**src/rtl/song_sequencer.sv**
```systemverilog
// ---------------------------------------------------------------------------
// song_sequencer
//   Plays a song stored in an internal note table by driving the two-track
//   tone generator: tone codes, a play gate and per-track chip selects.
//   Each table entry is {dur, tone2, tone1}; dur counts ticks of TICK_DIV
//   clock cycles and dur == 0 marks the end of the song. Every note is
//   followed by GAP_TICKS silent ticks.
//
// Parameters
//   TICK_DIV   clk cycles per duration tick
//   GAP_TICKS  silent ticks after every note (0 = no gap)
//   AW         note-table address width (2**AW entries)
//
// Ports
//   clk, reset       system clock, synchronous active-high reset
//   start, stop      pulses: begin song at entry 0 / abort song
//   pause            level: freeze the current note/gap while high
//   track_sel        {enable track 2, enable track 1}, sampled on start
//   wr_en/addr/data  note-table write port (usable at any time)
//   tonos_cancion1/2 track tone codes
//   play             note gate
//   CS1, CS2         track enables
//   busy             high while a song is being fetched or played
//   done             one-cycle pulse on song completion
//
// Build option
//   SEQ_LOOP_EN      when defined, the song restarts at entry 0 at its end
//                    instead of finishing (runs until stop).
// ---------------------------------------------------------------------------
module song_sequencer #(
  parameter int TICK_DIV  = 16000,
  parameter int GAP_TICKS = 10,
  parameter int AW        = 5
) (
  input  logic          clk,
  input  logic          reset,
  input  logic          start,
  input  logic          stop,
  input  logic          pause,
  input  logic [1:0]    track_sel,
  input  logic          wr_en,
  input  logic [AW-1:0] wr_addr,
  input  logic [23:0]   wr_data,
  output logic [7:0]    tonos_cancion1,
  output logic [7:0]    tonos_cancion2,
  output logic          play,
  output logic          CS1,
  output logic          CS2,
  output logic          busy,
  output logic          done
);

  localparam int            DEPTH    = 1 << AW;
  localparam int            PW       = (TICK_DIV > 1) ? $clog2(TICK_DIV) : 1;
  localparam logic [PW-1:0] PRE_LAST = PW'(TICK_DIV - 1);
  localparam logic [7:0]    GAP_LAST = (GAP_TICKS > 0) ? 8'(GAP_TICKS - 1) : 8'd0;
  localparam logic [AW:0]   IDX_ONE  = (AW + 1)'(1);

  typedef enum logic [2:0] {S_IDLE, S_FETCH, S_NOTE, S_GAP, S_DONE} state_t;

  state_t        state_q, state_d;
  // One extra index bit flags "walked past the last entry".
  logic [AW:0]   idx_q, idx_d;
  logic [PW-1:0] pre_q, pre_d;
  logic [7:0]    tick_q, tick_d;
  logic [7:0]    dur_q, dur_d;
  logic [7:0]    tone1_q, tone1_d;
  logic [7:0]    tone2_q, tone2_d;
  logic [1:0]    cs_q, cs_d;
  logic          play_q, play_d;
  logic          busy_q, busy_d;
  logic          done_q, done_d;

  // Note table: one write port, one synchronous read port.
  logic [23:0]   mem [DEPTH];
  logic [23:0]   rd_q;
  logic          rd_en;
  logic [AW-1:0] rd_addr;

  // The read is issued on the edge that enters FETCH, so FETCH sees the
  // entry in rd_q. A write on that same edge leaves rd_q with the old data.
  assign rd_en   = (state_d == S_FETCH);
  assign rd_addr = idx_d[AW-1:0];

  // NOTE: table storage and its read register carry no reset; only control
  // state is cleared, so a reset never wipes a loaded song.
  always_ff @(posedge clk) begin
    if (wr_en) mem[wr_addr] <= wr_data;
    if (rd_en) rd_q <= mem[rd_addr];
  end

  // NOTE: every signal gets a default before the case, so no path leaves a
  // value unassigned and no latch is inferred.
  always_comb begin
    state_d = state_q;
    idx_d   = idx_q;
    pre_d   = pre_q;
    tick_d  = tick_q;
    dur_d   = dur_q;
    tone1_d = tone1_q;
    tone2_d = tone2_q;
    cs_d    = cs_q;
    play_d  = play_q;
    done_d  = 1'b0;

    unique case (state_q)
      S_IDLE, S_DONE: begin
        if (start && (track_sel != 2'b00)) begin
          cs_d    = track_sel;
          idx_d   = '0;
          state_d = S_FETCH;
        end
      end

      S_FETCH: begin
        if (idx_q[AW] || (rd_q[23:16] == 8'd0)) begin
`ifdef SEQ_LOOP_EN
          // Restart from entry 0, unless entry 0 itself is the end marker.
          if (idx_q != '0) begin
            idx_d   = '0;
            state_d = S_FETCH;
          end else begin
            state_d = S_DONE;
            done_d  = 1'b1;
            cs_d    = 2'b00;
            tone1_d = 8'd0;
            tone2_d = 8'd0;
            play_d  = 1'b0;
          end
`else
          state_d = S_DONE;
          done_d  = 1'b1;
          cs_d    = 2'b00;
          tone1_d = 8'd0;
          tone2_d = 8'd0;
          play_d  = 1'b0;
`endif
        end else begin
          tone1_d = rd_q[7:0];
          tone2_d = rd_q[15:8];
          dur_d   = rd_q[23:16];
          pre_d   = '0;
          tick_d  = 8'd0;
          play_d  = 1'b1;
          state_d = S_NOTE;
        end
      end

      S_NOTE: begin
        // Pause freezes both counters and mutes the gate.
        play_d = !pause;
        if (!pause) begin
          if (pre_q == PRE_LAST) begin
            pre_d  = '0;
            tick_d = tick_q + 8'd1;
            if (tick_q == dur_q - 8'd1) begin
              play_d = 1'b0;
              tick_d = 8'd0;
              if (GAP_TICKS > 0) begin
                state_d = S_GAP;
              end else begin
                idx_d   = idx_q + IDX_ONE;
                state_d = S_FETCH;
              end
            end
          end else begin
            pre_d = pre_q + PW'(1);
          end
        end
      end

      S_GAP: begin
        if (!pause) begin
          if (pre_q == PRE_LAST) begin
            pre_d  = '0;
            tick_d = tick_q + 8'd1;
            if (tick_q == GAP_LAST) begin
              tick_d  = 8'd0;
              idx_d   = idx_q + IDX_ONE;
              state_d = S_FETCH;
            end
          end else begin
            pre_d = pre_q + PW'(1);
          end
        end
      end

      default: state_d = S_IDLE;
    endcase

    // Abort overrides everything, including a simultaneous start.
    if (stop) begin
      state_d = S_IDLE;
      idx_d   = '0;
      cs_d    = 2'b00;
      tone1_d = 8'd0;
      tone2_d = 8'd0;
      play_d  = 1'b0;
      done_d  = 1'b0;
    end

    busy_d = (state_d == S_FETCH) || (state_d == S_NOTE) || (state_d == S_GAP);
  end

  // NOTE: sequential state uses non-blocking assignments so every flop
  // samples the pre-edge value of its neighbours.
  always_ff @(posedge clk) begin
    if (reset) begin
      state_q <= S_IDLE;
      idx_q   <= '0;
      pre_q   <= '0;
      tick_q  <= 8'd0;
      dur_q   <= 8'd0;
      tone1_q <= 8'd0;
      tone2_q <= 8'd0;
      cs_q    <= 2'b00;
      play_q  <= 1'b0;
      busy_q  <= 1'b0;
      done_q  <= 1'b0;
    end else begin
      state_q <= state_d;
      idx_q   <= idx_d;
      pre_q   <= pre_d;
      tick_q  <= tick_d;
      dur_q   <= dur_d;
      tone1_q <= tone1_d;
      tone2_q <= tone2_d;
      cs_q    <= cs_d;
      play_q  <= play_d;
      busy_q  <= busy_d;
      done_q  <= done_d;
    end
  end

  assign tonos_cancion1 = tone1_q;
  assign tonos_cancion2 = tone2_q;
  assign play           = play_q;
  assign CS1            = cs_q[0];
  assign CS2            = cs_q[1];
  assign busy           = busy_q;
  assign done           = done_q;

endmodule
```
**config.mk**
```make
export PLATFORM = sky130hd
export DESIGN_NAME = song_sequencer
export DESIGN_NICKNAME = d
export VERILOG_FILES = /design/src/rtl/song_sequencer.sv
export SDC_FILE = /design/constraint.sdc
export NUM_CORES = 1
export LEC_CHECK = 0
export BUFFER_PORTS_ARGS = -buffer_cell sky130_fd_sc_hd__buf_2
export CORE_MARGIN = 1.5
export CORE_UTILIZATION = 50
export DETAILED_ROUTE_END_ITERATION = 8
export PLACE_DENSITY = 0.68
export SLEW_MARGIN = 10
export SYNTH_ARGS = -nofsm -noshare
export SYNTH_HDL_FRONTEND = slang
export SYNTH_SLANG_ARGS = --single-unit
```
**constraint.sdc**
```tcl
create_clock -name clk -period 6 [get_ports clk]
set_input_delay 0.9 -clock clk [delete_from_list [all_inputs] [get_ports clk]]
set_output_delay 0.9 -clock clk [all_outputs]
set_load 0.02 [all_outputs]
```
==> flow_summary_export.csv <==
group,metric,value,unit
cells_and_area,drive_gt1_share,11.5,%
logic_synthesis,synth-async-reset-ratio,0,%
setup_path,critical_path.slowest_cell,"sky130_fd_sc_hd__nand2_1",
setup_path,worst_r2r_path_depth,11,
place,port_buffers,57,
floorplanning,initial_utilization,50.7,%
setup_path,timing.critical_path.buf_inv,1,
sta,max_freq,216,MHz
clock_network,clk_latency,0.64,ns
sta,slew_headroom,16.9,%
setup_path,crit_path_end_kind,"register",
cells_and_area,final_net_count,2566,
min_path,hold_path.class,"register to register",
sta,layout_worst_path_cycle_share,77.2,%
setup_path,timing.critical_path.from_type,"register",
logic_synthesis,synth_simple_gate_area_share,14.4,%
run_status,run_status,"finished, final reports clean",
sta,layout_min_cycle_time,4.63,ns
sta,setup_slack,1.37,ns
cells_and_area,n_fill_cell,5179,
clock_network,cts.clk_slew.worst_paths,0.07,ns
power_and_ir_drop,power_switching,2.39,mW
floorplanning,ios,58,
setup_path,worst_path_dominant_cell_family,"simple AND/OR/NAND/NOR gates",
sta,timing.clock.skew,0.0295,ns
global_routing,gr-total-overflow,0,
logic_synthesis,synth-seq-cells,852,
power_and_ir_drop,clock_power_share,43.0,%
global_routing,grt_start_max_net_pins,147,
power_and_ir_drop,pwrdens,317,nW/um^2
sta,tightest_slew,1.24,ns
sta,hold_violations,0,
logic_synthesis,synth_mux_area_share,2.48,%
setup_path,critPathRequiredTime,6.34,ns
clock_network,cts_inserted_buffers,83,
floorplanning,floorplan.die.width,262,um
setup_path,crit_path_max_fanout,15,
logic_synthesis,synthXorXnorAreaFrac,0.653,%
sta,setup_repair_after_global_routing_missed_its_margin,"no",
clock_network,resized_after_cts,0,
sta,setup_violations_final,0,
floorplanning,fp.dieH,262,um
setup_path,cp.arrival,4.96,ns
setup_path,timing.setup.critical_path_class,"register to register",
drt,route.final.wire_length,87.3,mm
power_and_ir_drop,switching_share,20.0,%
cells_and_area,most_common_library_cell_in_the_layout_ignoring_fill_and_taps,"sky130_fd_sc_hd__edfxtp_1",
floorplanning,row_count,94,
logic_synthesis,synth_area_per_cell,13.6,um^2
power_and_ir_drop,static-leakage-power,12.3,nW
power_and_ir_drop,pwr-share-comb,1.7,%
clock_network,tritoncts,"done",
logic_synthesis,synth_adder_area_share,0.187,%
setup_path,timing.rr.start,"tick_q[0]",
logic_synthesis,yosys_most_used_dff,"sky130_fd_sc_hd__edfxtp_1",
logic_synthesis,post_synth_num_cell_types,63,
power_and_ir_drop,power_report.internal_total,9.52,mW
drt,drt_iter0_drc,2969,
cells_and_area,mostFrequentLayoutCells,"sky130_fd_sc_hd__edfxtp_1, sky130_fd_sc_hd__nand2_1, sky130_fd_sc_hd__nand3_1, sky130_fd_sc_hd__clkbuf_16, sky130_fd_sc_hd__mux2i_1",
global_routing,grt_util_all_layers,25.8,%
drt,route.detailed.vias_per_inst,6.16,
logic_synthesis,synth_edf_count,792,
floorplanning,dieArea,68600,um^2
sta,fin_setup_tns,0,ns
place,detailedPlace.worstSlack,1.23,ns
flow_run,cap_violations,0,
logic_synthesis,synth_cells,2471,
drt,ant_nets,0,
place,numPlacedInstances,3303,
drt,routedWlPerCell,25.3,um
setup_path,critPathMaxStageDelay,0.74,ns
cells_and_area,register_area,25000,um^2
logic_synthesis,compound_cell_area_share_of_the_yosys_netlist,5.77,%
min_path,min_path_cells,2,
global_routing,grt_antenna_before_repair,1,
logic_synthesis,synth-warning-count,0,
clock_network,cts_max_level,3,
min_path,worst_hold_path.endpoint,"tonos_cancion2[4]",
clock_network,cts_num_sinks,852,
global_routing,number_of_global_route_vias_before_repair,20500,
clock_network,clockBufferDepth,3,
setup_path,ff2ff_setup_slack,1.37,ns
setup_path,crit_path_cell_trace,"ha_1 -> or4b_1 -> or2_1 -> o311ai_1 -> and3_1 -> nor2_1 -> nand2_1 -> buf_4 -> a211oi_1 -> a311oi_1 -> nand3_1",
power_and_ir_drop,sequentialPowerShare,55.3,%
sta,finalMaxSlewViolations,0,
drt,drc_errors,0,
logic_synthesis,syn_area,33500,um^2
floorplanning,standard_cell_core_area,66100,um^2
logic_synthesis,net_count_of_the_mapped_netlist,2513,
cells_and_area,multi_input_comb_area,8060,um^2
min_path,hp-start,"tonos_cancion2[4]",
cells_and_area,area_delta_synth_final,12.2,%
place,dp.final_hpwl,49.2,mm
logic_synthesis,combinational_family_with_the_most_area_after_synthesis,"simple AND/OR/NAND/NOR gates",
drt,dr_total_vias,21300,
cells_and_area,stdcell_count,3457,
setup_path,r2r_end,"rd_q[15]",
clock_network,ctsHoldBuffers,0,
drt,drt_pre_antenna_iters,6,
logic_synthesis,ys_seq_area_share,74.6,%
clock_network,clock-root-buffer,"sky130_fd_sc_hd__clkbuf_16",
clock_network,post_cts_setup_repair_buffer_count,0,
place,gp_congestion,0.840,
power_and_ir_drop,ir_worst_vdd,232,uV
setup_path,cp.depth,11,
global_routing,grt_pass1_wl,130,mm
state kept, by name, summed over array words and instances, names as in the netlist, 2 cells and up:
register / count
cs_q: 2
tonos_cancion2: 8
mem: 768
rd_q: 24
pre_q: 14
idx_q: 6
dur_q: 8
state_q: 3
tick_q: 8
tonos_cancion1: 8
metal layers:
layer	global-route usage [%]	vias up	wire, um
li1	-	9381	-
met1	36.7	10600	34900
met2	41.0	1126	41100
met3	3.95	174	8440
met4	8.96	2	2910
met5	0	-	9
how the worst max path moves through the flow:
stage | from | to | slack (ns)
after floorplan | pause | rd_q[0] | 2.70
after CTS | tick_q[0] | rd_q[15] | 1.39
after global routing | tick_q[0] | rd_q[15] | 1.26
after global placement | pause | rd_q[15] | 1.48
final | tick_q[0] | rd_q[15] | 1.37
after detailed placement | pause | rd_q[15] | 1.23
cell type report:
class                   instances  area share (%)
flip-flops and latches        852            66.4
clock inverters                46            1.06
well taps                     864            2.87
inverters                       5          0.0499
clock buffers                 107            6.01
diodes                          1         0.00665
repair buffers                118            2.14
multi-input cells            1464            21.4
tightest hold or removal path, stage by stage, from the launching register on:
cell and delay [ns]:
sky130_fd_sc_hd__dfxtp_1 0.31, sky130_fd_sc_hd__nand2_1 0.05, sky130_fd_sc_hd__a21oi_1 0.05
cell usage after synthesis, drive strengths merged (9+ instances only):
cell | count | area share, %
nor2 | 84 | 0.95
a31oi | 42 | 0.78
nand2 | 597 | 6.7
edfxtp | 792 | 71
a32oi | 34 | 0.89
a211oi | 21 | 0.49
clkbuf | 81 | 0.91
a21oi | 78 | 1.2
mux2i | 83 | 2.5
a22oi | 25 | 0.58
o21ai | 11 | 0.16
a221oi | 9 | 0.24
nand3 | 244 | 3.6
buf | 69 | 1.0
nand4 | 63 | 1.2
a311oi | 16 | 0.42
and3 | 36 | 0.67
a32o | 16 | 0.48
xor2 | 17 | 0.44
dfxtp | 60 | 3.6
cells by family (layout without fill, tap and decap cells):
group                      count (synthesis)  after routing
DFF                                      852            852
muxes                                     83             83
xor gates and xnor gates                  25             25
AOI/OAI and AO/OA                        272            272
other                                      0              1
buffers and inverters                    155            276
adders and majority gates                  5              5
and+or+nand+nor                         1079           1079
through the flow:
step | utilization (%) | cell area [um^2] | hold WS, ns | total power, mW
after floorplan | - | 33500 | 0.450 | 6.77
after global placement | 52.9 | 34900 | 0.438 | 6.90
after detailed placement | 52.9 | 34900 | 0.444 | 6.91
after CTS | 56.9 | 37600 | 0.459 | 12.0
after global routing | 56.9 | 37600 | 0.478 | 12.2
final | 56.9 | 37600 | 0.458 | 11.9
power groups by stage:
| stage | sequential, mW | clock [mW] | combinational, mW |
|---|---|---|---|
| floorplan | 6.70 | 0 | 0.0630 |
| global placement | 6.71 | 0 | 0.191 |
| detailed placement | 6.71 | 0 | 0.200 |
| CTS | 6.58 | 5.17 | 0.200 |
| global route | 6.58 | 5.40 | 0.218 |
| finish | 6.58 | 5.13 | 0.201 |
Note: power is estimated with default switching activity, not from simulation.
